`src/rtl/tdm_demux4.sv`:
```
// Receive-side 4-channel TDM deserializer: locks to the slot-0 frame marker and
// rebuilds one WORD_W-bit word per channel, MSB first, presented in parallel.
module tdm_demux4 #(
    parameter int WORD_W     = 8,
    parameter int MISS_LIMIT = 2
) (
    input  logic              clk,
    input  logic              rst,
    input  logic              din,
    input  logic              din_valid,
    input  logic              fsync,
    output logic [WORD_W-1:0] y0,
    output logic [WORD_W-1:0] y1,
    output logic [WORD_W-1:0] y2,
    output logic [WORD_W-1:0] y3,
    output logic              word_valid,
    output logic              locked,
    output logic              sync_err,
    output logic [1:0]        slot
);

    localparam int FRAME_W = $clog2(WORD_W);
    localparam logic [FRAME_W-1:0] FRAME_LAST = FRAME_W'(WORD_W - 1);
    localparam logic [2:0]         MISS_MAX   = 3'(MISS_LIMIT);

    typedef enum logic {HUNT, LOCK} state_t;

    state_t               state_q, state_n;
    logic [1:0]           slot_q, slot_n;
    logic [FRAME_W-1:0]   frame_q, frame_n;
    logic [2:0]           miss_q, miss_n;
    logic [WORD_W-1:0]    sr_q [4];
    logic [WORD_W-1:0]    sr_n [4];
    logic [WORD_W-1:0]    y_q  [4];
    logic [WORD_W-1:0]    y_n  [4];
    logic                 wv_q, wv_n;
    logic                 se_q, se_n;

    always_ff @(posedge clk) begin
        if (rst) begin
            state_q <= HUNT;
            slot_q  <= '0;
            frame_q <= '0;
            miss_q  <= '0;
            wv_q    <= 1'b0;
            se_q    <= 1'b0;
            for (int unsigned i = 0; i < 4; i++) begin
                sr_q[i] <= '0;
                y_q[i]  <= '0;
            end
        end else begin
            state_q <= state_n;
            slot_q  <= slot_n;
            frame_q <= frame_n;
            miss_q  <= miss_n;
            wv_q    <= wv_n;
            se_q    <= se_n;
            for (int unsigned i = 0; i < 4; i++) begin
                sr_q[i] <= sr_n[i];
                y_q[i]  <= y_n[i];
            end
        end
    end

    always_comb begin
        state_n = state_q;
        slot_n  = slot_q;
        frame_n = frame_q;
        miss_n  = miss_q;
        wv_n    = 1'b0;
        se_n    = 1'b0;
        for (int unsigned i = 0; i < 4; i++) begin
            sr_n[i] = sr_q[i];
            y_n[i]  = y_q[i];
        end

        if (din_valid) begin
            case (state_q)
                HUNT: begin
                    if (fsync) begin
                        for (int unsigned i = 0; i < 4; i++) sr_n[i] = '0;
                        sr_n[0] = WORD_W'(din);
                        state_n = LOCK;
                        slot_n  = 2'd1;
                        frame_n = '0;
                        miss_n  = '0;
                    end
                end
                LOCK: begin
                    if (fsync && slot_q != 2'd0) begin
                        // Misplaced marker: this bit restarts the frame as ch0 of frame 0
                        se_n = 1'b1;
                        for (int unsigned i = 0; i < 4; i++) sr_n[i] = '0;
                        sr_n[0] = WORD_W'(din);
                        slot_n  = 2'd1;
                        frame_n = '0;
                        miss_n  = '0;
                    end else if (!fsync && slot_q == 2'd0 && (miss_q + 3'd1) >= MISS_MAX) begin
                        state_n = HUNT;
                        for (int unsigned i = 0; i < 4; i++) sr_n[i] = '0;
                        slot_n  = '0;
                        frame_n = '0;
                        miss_n  = '0;
                    end else begin
                        if (slot_q == 2'd0)
                            miss_n = fsync ? 3'd0 : miss_q + 3'd1;
                        sr_n[slot_q] = {sr_q[slot_q][WORD_W-2:0], din};
                        slot_n = slot_q + 2'd1;
                        if (slot_q == 2'd3) begin
                            frame_n = (frame_q == FRAME_LAST) ? '0 : frame_q + FRAME_W'(1);
                            if (frame_q == FRAME_LAST) begin
                                y_n[0] = sr_q[0];
                                y_n[1] = sr_q[1];
                                y_n[2] = sr_q[2];
                                y_n[3] = {sr_q[3][WORD_W-2:0], din};
                                wv_n   = 1'b1;
                            end
                        end
                    end
                end
                default: state_n = HUNT;
            endcase
        end
    end

    assign y0         = y_q[0];
    assign y1         = y_q[1];
    assign y2         = y_q[2];
    assign y3         = y_q[3];
    assign word_valid = wv_q;
    assign sync_err   = se_q;
    assign locked     = (state_q == LOCK);
    assign slot       = slot_q;

endmodule

```
`config.mk`:
```
export PLATFORM = sky130hd
export DESIGN_NAME = tdm_demux4
export DESIGN_NICKNAME = d
export VERILOG_FILES = /design/src/rtl/tdm_demux4.sv
export SDC_FILE = /design/constraint.sdc
export NUM_CORES = 1
export LEC_CHECK = 0
export ABC_AREA = 1
export CORE_MARGIN = 1.5
export CORE_UTILIZATION = 40
export CTS_BUF_LIST = sky130_fd_sc_hd__clkbuf_8
export CTS_CLUSTER_DIAMETER = 200
export DETAILED_ROUTE_END_ITERATION = 6
export DONT_BUFFER_PORTS = 1
export SYNTH_ARGS = -nofsm -noshare
export SYNTH_HDL_FRONTEND = slang
export SYNTH_SLANG_ARGS = --single-unit
```
`constraint.sdc`:
```
create_clock -name clk -period 4.9 [get_ports clk]
set_clock_uncertainty 0.1 [all_clocks]
set_input_delay 0.245 -clock clk [delete_from_list [all_inputs] [get_ports clk]]
set_output_delay 0.245 -clock clk [all_outputs]
set_load 0.03 [all_outputs]
```
==> results of run 1 <==
==> timing repair <==
item | CTS | global route
endpoints found under the setup margin | 0 | 0
hold buffers | 4 | 0
resized for setup | 0 | 0
hold endpoints to repair | 35 | 0
==> power by group through the flow <==
stage               Sequential [mW]  Combinational [mW]  Clock (mW)
floorplan                     0.652              0.0705           0
global placement              0.658              0.0795           0
detailed placement            0.659              0.0804           0
CTS                           0.644              0.0887       0.571
global route                  0.645               0.101       0.604
finish                        0.644              0.0885       0.557
==> logic make-up after synthesis <==
logic type               Yosys count  synth area share [%]
AND/OR/NAND/NOR                  309                  36.9
buffers and inverters             82                  9.48
flip-flops                        76                  44.3
AO/OA/AOI/OAI                     44                  6.42
adder cells (fa/ha/maj)            8                  2.92
==> worst min path at each step <==
stage | startpoint | end | cells past startpoint
2_1_floorplan | fsync | sync_err | 2
3_3_place_gp | rst | frame_q[2] | 1
3_5_place_dp | rst | y_q[3][0] | 1
4_1_cts | din_valid | locked | 3
5_1_grt | din_valid | locked | 3
6_report | din_valid | locked | 3
==> layer usage <==
layer  up-vias  share of wire, %  GRT usage (%)
met2        49                48           32.3
met4         0               1.5           7.48
met3        12               4.5           5.74
met5         -                 0              0
met1      1386                46           24.1
li1       1575                 -              -
==> registers in the layout, summed over array words and instances, names as in the netlist, named ones only <==
register    flops
y_q            32
locked          1
miss_q          3
word_valid      1
sync_err        1
frame_q         3
slot            2
sr_q           31
==> per-stage QoR <==
| stage | instances | power [mW] |
|---|---|---|
| finish | 625 | 1.29 |
| global route | 625 | 1.35 |
| CTS | 625 | 1.30 |
| detailed placement | 605 | 0.739 |
| global placement | 605 | 0.738 |
| floorplan | 519 | 0.722 |
==> synth_stat cells, drive strengths merged <==
cell    count  area [um^2]
nand2     174          673
o21ai       3         15.0
clkbuf      8         30.0
nor2       97          372
dfxtp      76         1520
a21oi      41          205
nor3        4         20.0
buf        12         62.6
nand4       8         65.1
ha          8          100
nand3      26          135
inv        62          233
==> final cells by class <==
class / count / area share (%)
inverter: 62 / 6.18
sequential: 76 / 40.4
clock inverter: 4 / 1.86
multi-input combinational: 361 / 42.1
tap: 105 / 3.49
timing repair buffer: 5 / 1.53
clock buffer: 12 / 4.39
==> tightest hold or removal path: cells and delay by family <==
kind,cells,cell delay (ns)
compound gates,1,0.08
buf+inv,2,0.11
==> results_dict.tcl, run 1 <==
set metrics [dict create \
    outcome "finished, final reports clean" \
    p_sw_mw 0.311 \
    final_nets 528 \
    area.sequential_um2 1520 \
    crit_path_max_incr_delay_ns 0.66 \
    drv_cap 0 \
    hold_ws_ns 0.0129 \
    holdCritPathClass "in -> reg" \
    dieArea_um2 9150 \
    cp-endpoint "y_q[3][1]" \
    slew_headroom_pct 42.7 \
    syn_inst 519 \
    grt_overflow 0 \
    grt_pass1_vias 2913 \
    grt_max_degree 65 \
    timing.final.crit_share_pct 52.8 \
    fin_util_pct 45.6 \
    worstSetupPathType "reg -> reg" \
    min_period_ns 2.59 \
    area_growth_pct 9.66 \
    post_synth.cell_area_avg_um2 6.61 \
    synth-seq-area-share_pct 44.3 \
    cp-end-kind "flop" \
    path_clk_slew_ns 0.08 \
    pwr-share-clk_pct 43.2 \
    post_cts_buffers 0 \
    drc 0 \
    htreeDepth 3 \
    place_hpwl_mm 5.73 \
    cts_sinks 76 \
    leakage_nw 1.78 \
    ant_nets 0 \
    synth_area_um2 3430 \
    arrival_ns 2.73 \
    synth_nets 532 \
    yosysWarnings 0 \
    cp_cell_sequence "inv_1, ha_1, inv_2, nor2_2, nand2_4, nand4_4, nor2_1, nor2_1" \
    power.density_nw_per_um2 343 \
    grt_pass1_wl_mm 13.6 \
    peakVddDrop_mv 0.140 \
    antenna_found_initial 0 \
    insertion_delay_ns 0.35 \
    regToRegStartpoint "slot[0]" \
    r2r_slack_ns 2.31 \
    avgRoutedWirePerCell_um 13.0 \
    nFillCells 882 \
    rsz0062_at_grt "false" \
    fmax_mhz 387 \
    vias_per_cell 4.84 \
    critPathLaunch "slot[0]" \
    cp_max_fo 64 \
    final_common_cell "nand2_1" \
    critPathBufInv 2 \
    die_w_um 95.6 \
    first_iter_violations 87 \
    setup_ws_ns 2.31 \
    r2r_end "y_q[3][1]" \
    numCtsBuffers 9 \
    ys_ff_latch 76 \
    ff2ff_path_depth 8 \
    fin_area_um2 3760 \
    required_ns 5.05 \
    p_int_mw 0.978 \
    clock_path_buffers 2 \
    startpoint_type "flop" \
    finalMaxSlewViolations 0 \
    place.gp.congestion 0.926 \
    path_depth 8 \
    drt-total-wl_mm 8.13 \
    layout_common_cells "nand2_1, nor2_1, dfxtp_1" \
    post-place-ws_ns 2.25 \
    placed_area_um2 3480 \
    pin_count 42 \
    io_buffers 0 \
    clockRootBuffer "clkbuf_8" \
    vias 3022 \
    grtUsageTotal_pct 19.6 \
    crit_path_top_delay_cell "nand4_4" \
    diodes 0 \
    drt-pass1-iter-count 4 \
    tns_ns 0 \
    pwr-share-seq_pct 49.9 \
    multi_input_area_um2 1590 \
    core_um2 8260 \
    crit_path_frequent_cell "nor2_1" \
    layout-drive-gt1-share_pct 6.35 \
    combPwrFrac_pct 6.9 \
    die_y_um 95.6 \
    worstMarginPinSlew_ns 0.860 \
    setup_viol 0 \
    synth_cell_types 19 \
    initial_core_util_pct 41.6 \
    cts_tree "built" \
    cp_top_family "simple AND/OR/NAND/NOR gates" \
    rows 33 \
    p_sw_share_pct 24.2 \
    final_hold_viol_count 0 \
]
No activity file was read; power rests on OpenSTA's default activity.
==> inputs of run 2 (changes only) <==
==> constraint.sdc (replaced) <==
create_clock -name clk -period 2.7 [get_ports clk]
set_clock_uncertainty 0.1 [all_clocks]
set_input_delay 0.135 -clock clk [delete_from_list [all_inputs] [get_ports clk]]
set_output_delay 0.135 -clock clk [all_outputs]
set_load 0.03 [all_outputs]
==> results_dict.tcl, run 2 (synthesis results as in run 1) <==
set metrics [dict create \
    outcome "finished, final reports clean" \
    fin_util_pct 46.1 \
    cp_cell_sequence "buf_4, inv_1, ha_1, nand3_1, inv_1, nand4_1, a21oi_1, dlygate4sd3_1" \
    diodes 0 \
    instances_no_fill 631 \
    htreeDepth 3 \
    place.gp.congestion 0.926 \
    grt_max_degree 65 \
    power.density_nw_per_um2 600 \
    dieArea_um2 9150 \
    io_buffers 0 \
    final_hold_viol_count 0 \
    layout_common_cells "nand2_1, nor2_1, dfxtp_1" \
    cp_max_fo 10 \
    final_nets 534 \
    worstMarginPinSlew_ns 0.694 \
    cp_top_family "buffers and inverters" \
    placed_area_um2 3520 \
    largest-register "y_q" \
    cts_tree "built" \
    pin_count 42 \
    multi_input_area_um2 1590 \
    critPathBufInv 4 \
    tns_ns 0 \
    grtUsageTotal_pct 19.5 \
    total_power_mw 2.29 \
    slew_headroom_pct 53.7 \
    min_period_ns 2.53 \
    rsz0062_at_grt "false" \
    cp-end-kind "flop" \
    setup_ws_ns 0.173 \
    timing.final.crit_share_pct 93.6 \
    grt_pass1_wl_mm 13.6 \
    rows 33 \
    place_hpwl_mm 5.66 \
    drc 0 \
    die_y_um 95.6 \
    antenna_found_initial 0 \
    insertion_delay_ns 0.35 \
    clockRootBuffer "clkbuf_8" \
    layout-drive-gt1-share_pct 6.65 \
    grt_pass1_vias 2882 \
    peakVddDrop_mv 0.234 \
    largest_register_ffs 32 \
    holdCritPathClass "in -> reg" \
    arrival_ns 2.72 \
    area_growth_pct 11.0 \
    fmax_mhz 396 \
    finalMaxSlewViolations 0 \
    nFillCells 903 \
    die_w_um 95.6 \
    worstSetupPathType "reg -> reg" \
    required_ns 2.89 \
    crit_path_max_incr_delay_ns 0.57 \
    post-place-ws_ns 0.749 \
    initial_core_util_pct 41.6 \
    startpoint_type "flop" \
    grt_overflow 0 \
    first_iter_violations 178 \
    crit_path_frequent_cell "inv_1" \
    fin_area_um2 3810 \
    vias 3031 \
    reg_top3 "y_q x32, sr_q x31" \
    clock_path_buffers 2 \
    numCtsBuffers 9 \
    cts_sinks 76 \
    vias_per_cell 4.80 \
    path_clk_slew_ns 0.08 \
    ant_nets 0 \
    drt-pass1-iter-count 4 \
    drv_cap 0 \
    crit_path_top_delay_cell "dlygate4sd3_1" \
    drt-total-wl_mm 8.23 \
    placed_cells 609 \
    ctsHoldBuffers 6 \
    setup_viol 0 \
    cts_resized 0 \
    avgRoutedWirePerCell_um 13.0 \
    hold_ws_ns 0.105 \
    area.sequential_um2 1520 \
    post_cts_buffers 0 \
    leakage_nw 1.81 \
    final_common_cell "nand2_1" \
    core_um2 8260 \
]
==> run 2: worst paths after layout <==
kind                   from          to  slack (ns)  cells past startpoint
setup / recovery    slot[0]  sr_q[0][7]        0.17                      8
hold / removal        fsync      locked        0.10                      4
setup reg to reg    slot[0]  sr_q[0][7]        0.17                      8
hold reg to reg   miss_q[2]   miss_q[2]        0.35                      2
==> run 2: layout make-up <==
type	count	area share, %
Tap cell	105	3.45
Inverter	62	6.11
Timing Repair Buffer	11	3.15
Clock buffer	10	3.61
Clock inverter	6	2.10
Sequential cell	76	39.9
Multi-Input combinational cell	361	41.6
==> run 2: worst register-to-register path: stages (launching register included) <==
cell           delay (ns)
dfxtp_1              0.30
buf_4                0.17
inv_1                0.10
ha_1                 0.19
nand3_1              0.35
inv_1                0.35
nand4_1              0.18
a21oi_1              0.16
dlygate4sd3_1        0.57
==> run 2: power by group <==
group / internal (mW) / switching (mW) / total (mW)
Sequential: 1.14 / 0.0200 / 1.16
Combinational: 0.0490 / 0.132 / 0.181
Clock: 0.538 / 0.410 / 0.948
Total: 1.72 / 0.562 / 2.29
==> run 2: routing by layer <==
layer | vias to the layer above | global-route usage (%) | share of wire (%)
met2 | 56 | 32.2 | 48
met5 | - | 0 | 0
met3 | 7 | 4.39 | 4.8
met1 | 1376 | 24.4 | 46
li1 | 1592 | - | -
met4 | 0 | 7.84 | 1.2
